[config.mk]
export PLATFORM = sky130hd
export DESIGN_NAME = local_inject_queue
export DESIGN_NICKNAME = d
export VERILOG_FILES = /design/src/rtl/local_inject_queue_pkg.sv /design/src/rtl/local_inject_queue_fifo.sv /design/src/rtl/local_inject_queue.sv
export SDC_FILE = /design/constraint.sdc
export NUM_CORES = 1
export LEC_CHECK = 0
export ABC_AREA = 1
export BUFFER_PORTS_ARGS = -buffer_cell sky130_fd_sc_hd__buf_2
export CAP_MARGIN = 40
export CORE_ASPECT_RATIO = 0.75
export CORE_MARGIN = 2
export CORE_UTILIZATION = 41
export DETAILED_ROUTE_END_ITERATION = 12
export PLACE_DENSITY = 0.72
export SYNTH_ARGS = -nofsm -noshare
export SYNTH_HDL_FRONTEND = slang
export SYNTH_SLANG_ARGS = --single-unit
[constraint.sdc]
create_clock -name clk -period 5.1 [get_ports clk]
set_clock_uncertainty 0.1 [all_clocks]
set_input_delay 0.51 -clock clk [delete_from_list [all_inputs] [get_ports clk]]
set_output_delay 0.51 -clock clk [all_outputs]
set_load 0.005 [all_outputs]
[src/rtl/local_inject_queue_pkg.sv]
// Shared definitions for the local injection path: channel count, default flit width
// and the lowest-set-bit priority select reused by the eject/inject grant logic.
package local_inject_queue_pkg;

    localparam int NUM_CHANNEL    = 5;
    localparam int FLIT_W_DEFAULT = 64;

    typedef logic [NUM_CHANNEL-1:0] chanVec_t;

    // Isolates the lowest set bit (two's-complement trick); zero in gives zero out.
    function automatic chanVec_t lowestSetBit(input chanVec_t v);
        return v & (~v + chanVec_t'(1));
    endfunction

endpackage

[src/rtl/local_inject_queue_fifo.sv]
// Generic count-based circular FIFO: power-of-two depth, pointers wrap naturally,
// separate occupancy count so full and empty are unambiguous.
module sync_fifo_cnt #(
    parameter int WIDTH = 64,
    parameter int DEPTH = 4,
    parameter int CNT_W = $clog2(DEPTH) + 1
) (
    input  logic             clk,
    input  logic             rst_n,
    input  logic             push_i,
    input  logic [WIDTH-1:0] wdata_i,
    input  logic             pop_i,
    output logic [WIDTH-1:0] rdata_o,
    output logic             full_o,
    output logic             empty_o,
    output logic [CNT_W-1:0] count_o
);

    localparam int PTR_W = $clog2(DEPTH);

    logic [WIDTH-1:0] mem_q [DEPTH];
    logic [PTR_W-1:0] rdPtr_q, rdPtr_d;
    logic [PTR_W-1:0] wrPtr_q, wrPtr_d;
    logic [CNT_W-1:0] count_q, count_d;
    logic             doPush, doPop;

    assign full_o  = (count_q == CNT_W'(DEPTH));
    assign empty_o = (count_q == '0);
    assign doPush  = push_i && !full_o;
    assign doPop   = pop_i && !empty_o;
    assign count_o = count_q;
    // Head is forced to zero when empty so the output is clean out of reset.
    assign rdata_o = empty_o ? '0 : mem_q[rdPtr_q];

    always_comb begin
        rdPtr_d = rdPtr_q;
        wrPtr_d = wrPtr_q;
        count_d = count_q;
        if (doPush) wrPtr_d = wrPtr_q + PTR_W'(1);
        if (doPop)  rdPtr_d = rdPtr_q + PTR_W'(1);
        case ({doPush, doPop})
            2'b10:   count_d = count_q + CNT_W'(1);
            2'b01:   count_d = count_q - CNT_W'(1);
            default: count_d = count_q;
        endcase
    end

    always_ff @(posedge clk or negedge rst_n) begin
        if (!rst_n) begin
            rdPtr_q <= '0;
            wrPtr_q <= '0;
            count_q <= '0;
        end else begin
            rdPtr_q <= rdPtr_d;
            wrPtr_q <= wrPtr_d;
            count_q <= count_d;
        end
    end

    always_ff @(posedge clk) begin
        if (doPush) mem_q[wrPtr_q] <= wdata_i;
    end

endmodule

[src/rtl/local_inject_queue.sv]
// Local PE injection queue: buffers PE flits and drives the head onto the lowest granted
// channel. Optional starvation alarm enabled by defining INJECT_STARVE_ALARM_EN.
module local_inject_queue
    import local_inject_queue_pkg::*;
#(
    parameter int FLIT_W        = FLIT_W_DEFAULT,
    parameter int DEPTH         = 4,
    parameter int CNT_W         = $clog2(DEPTH) + 1,
    parameter int STARVE_THRESH = 16
) (
    input  logic                   clk,
    input  logic                   rst_n,
    input  logic                   peValid,
    input  logic [FLIT_W-1:0]      peFlit,
    output logic                   peReady,
    input  logic [NUM_CHANNEL-1:0] localInjectGrant,
    output logic                   injectReq,
    output logic [FLIT_W-1:0]      injectFlit,
    output logic [NUM_CHANNEL-1:0] injectSel,
`ifdef INJECT_STARVE_ALARM_EN
    output logic                   starveAlarm,
`endif
    output logic [CNT_W-1:0]       occupancy,
    output logic                   grantErr
);

    logic     fifoFull, fifoEmpty;
    logic     pop;
    logic     multiHot;
    logic     grantErr_q, grantErr_d;
    chanVec_t grantLow;

    sync_fifo_cnt #(
        .WIDTH (FLIT_W),
        .DEPTH (DEPTH),
        .CNT_W (CNT_W)
    ) uFifo (
        .clk     (clk),
        .rst_n   (rst_n),
        .push_i  (peValid),
        .wdata_i (peFlit),
        .pop_i   (pop),
        .rdata_o (injectFlit),
        .full_o  (fifoFull),
        .empty_o (fifoEmpty),
        .count_o (occupancy)
    );

    // peReady depends only on registered count, never on the grant.
    assign peReady   = !fifoFull;
    assign injectReq = !fifoEmpty;
    assign grantLow  = lowestSetBit(localInjectGrant);
    assign injectSel = injectReq ? grantLow : '0;
    assign pop       = injectReq && (|localInjectGrant);
    assign multiHot  = |(localInjectGrant & (localInjectGrant - chanVec_t'(1)));

    assign grantErr_d = grantErr_q || (injectReq && multiHot);
    assign grantErr   = grantErr_q;

    always_ff @(posedge clk or negedge rst_n) begin
        if (!rst_n) grantErr_q <= 1'b0;
        else        grantErr_q <= grantErr_d;
    end

`ifdef INJECT_STARVE_ALARM_EN
    localparam int SC_W = $clog2(STARVE_THRESH + 1);

    logic [SC_W-1:0] starveCnt_q, starveCnt_d;

    // Counts consecutive waiting cycles; saturates at the threshold.
    always_comb begin
        starveCnt_d = starveCnt_q;
        if (!injectReq || pop)
            starveCnt_d = '0;
        else if (starveCnt_q < SC_W'(STARVE_THRESH))
            starveCnt_d = starveCnt_q + SC_W'(1);
    end

    always_ff @(posedge clk or negedge rst_n) begin
        if (!rst_n) starveCnt_q <= '0;
        else        starveCnt_q <= starveCnt_d;
    end

    assign starveAlarm = (starveCnt_q >= SC_W'(STARVE_THRESH));
`endif

endmodule
==> metrics <==
CP endpoint kind=primary output; share of post-route cells with drive strength above 1=0.211; Placer Congestion=0.755; Post-CTS Setup Repair Bufs=0; CTS tree=done; sequential share of power=0.405; crit path max fanout=84; Final Util=0.492; placed insts=1282; worst skew pair latency=0.52 ns; Hold Crit Depth=1; DRT Pass-1 Iters=5; core area=25100 µm²; drt total wl=23100 µm; PostCTS Resize Cnt=0; Synth area leader=edfxtp_1; Post-Syn Nets=911; row count=50; vias in the first global route=6444; Die Span Y=143 µm; r2r startpoint=uFifo.count_o[0]; crit path launch type=register; Crit path required time=4.49 ns; Slew Viols, Final=0; switching power share of the total=0.353; Mean Syn Cell Area=12.6 µm²; Least-Margin Pin Slew=0.914 ns; gr usage total=0.170; run status=finished, final reports clean; Root Driver=clkbuf_16; hold worst-path end=uFifo.mem_q[3][37]; Vias=6609; most common cell after layout, fill and taps aside=nor2_1; wire length of the first global-routing pass=35400 µm; # nets final=1050; internal cell power=4.81 mW; Setup violations, final=0; achievable frequency=0.279 GHz; largest net degree at the start of global routing=85; IO Pins=147; Net Switching=2.63 mW; pwr/cell area=602 nW/µm²; Worst Hold Class=in -> reg; Combinational Power Share=0.356; Final min period=3.58 ns; clock power share=0.238; Post-Place Setup Slack=2.13 ns; crit path setup slack, layout=1.52 ns; total gr overflow=0; RSZ-0062 raised after global routing=no; WP data arrival=2.97 ns; drt initial violations=653; total chip power=7.44 mW; CTS HTree Levels=1; clock-pin slew on the worst setup and hold paths=0.06 ns; Syn. warnings=0; die area=26900 µm²; normalized max-slew margin=0.391; number of remaining DRC errors=0; VDD IR max=0.000320 V; Yosys reg bits=264; Hold Startpoint=peFlit[37]; mean routed wirelength per cell=17.3 µm; antenna violations before repair=6; Netlist cell types=24; Setup CP Type=reg -> out; Sink Count=264; commonest non-fill, non-tap cells in the layout=265 x nor2_1, 256 x edfxtp_1, 146 x buf_2; die width=189 µm; initial core utilization=0.419; sequential element share of the synthesized area=0.750; DR vias/cell=4.96; fill count=2169; post-synth top area share=0.731; Pleak=4.47 nW; cts-stage hold buffer count=1; post-route clock period utilization=0.702; Clock Tree Buf Depth=3; worst r2r path cells=5; Setup TNS=0 ns; max-cap viol count=0; Worst R2R Setup Slack=2.41 ns; Port Buf Inserts=146; Fin. Hold Viols=0; total CTS buffers=25; Cell Count, Final, Fillers Out=1333; cells after synthesis=833; Post-DP HPWL=13500 µm; worst flop-to-flop path endpoint=uFifo.mem_q[0][40]; main area contributors after synthesis=edfxtp_1 73%, nor2_1 9.6%, o21ai_0 3.7%, a21oi_1 3.1%, o21ai_1 2.5%; Area Overhead vs Synth=17.5%; Cell Area, Synth=10500 µm²; post-route ant nets=0
## registers in the layout (all words and copies together) (netlist names)
| signal | flops |
|---|---|
| grantErr | 1 |
| uFifo.count_o | 3 |
| uFifo.mem_q | 256 |
| uFifo.rdPtr_q | 2 |
| uFifo.wrPtr_q | 2 |
## final cells by class
type                    count  area (µm²)  share of cell area
flip-flops and latches    264        7890               0.639
multi-input cells         500        2240               0.182
repair buffers            161         926              0.0750
clock buffers              31         648              0.0525
well taps                 338         423              0.0342
clock inverters            15         133              0.0107
inverters                  20        77.6             0.00628
diodes                      4        10.0            0.000810
## per-stage QoR
step,cell area (µm²),hold slack (ns)
final,12400,0.103
after global routing,12300,0.0822
after CTS,12300,0.0741
after detailed placement,11600,0.271
after global placement,11400,0.271
after floorplan,10500,0.114
## power groups by stage
stage,Sequential [mW],Clock (mW),Combinational (mW)
5_1_grt,3.06,1.89,2.98
3_5_place_dp,3.06,0,2.67
6_report,3.02,1.77,2.65
3_3_place_gp,3.06,0,2.57
4_1_cts,3.02,1.81,2.69
2_1_floorplan,3.02,0,1.74
## worst max-delay path, cell delays in order (launching register included)
cell and delay (ns):
dfrtp_4 0.78, buf_4 0.78, nor2_1 0.11, nor2_1 0.10
o21ai_0 0.09, a21oi_1 0.32, buf_2 0.18
## cells in the mapped netlist
cell      instances
nand2_2           1
nor4_1            1
inv_1            17
nand2_1          19
xnor2_1           2
or2_2             1
dfrtp_1           8
o21ai_1          53
a21oi_1          66
xor2_1            2
inv_2             3
fa_1              1
buf_1             5
buf_2            12
o21ai_0          77
nor3_1            1
clkbuf_1          5
clkbuf_2          9
ha_1              5
nand3_1           2
buf_6            15
edfxtp_1        256
nor2_1          269
buf_4             3
## layer usage
layer,track usage,vias up,part of all wire
li1,-,3210,-
met1,0.238,3159,0.46
met2,0.272,204,0.46
met3,0.0374,32,0.065
met4,0.0374,4,0.015
met5,0,-,0.0011
## worst max-delay path by stage
stage	slack, ns	cells after the start	end	from
5_1_grt	1.23	6	injectFlit[6]	uFifo.rdPtr_q[0]
3_5_place_dp	2.13	6	injectFlit[6]	uFifo.rdPtr_q[0]
3_3_place_gp	2.12	6	injectFlit[16]	uFifo.rdPtr_q[0]
4_1_cts	1.51	6	injectFlit[17]	uFifo.rdPtr_q[0]
2_1_floorplan	1.09	4	uFifo.mem_q[0][0]	uFifo.count_o[0]
6_report	1.52	6	injectFlit[6]	uFifo.rdPtr_q[0]
## kinds of logic after synthesis
group,Yosys count,share of synthesized area
simple gates,294,0.106
fa+ha+maj,6,0.00786
flops,264,0.750
buf+inv,69,0.0389
xor+xnor,4,0.00333
compound gates,196,0.0933
Note: power is estimated with default switching activity, not from simulation.
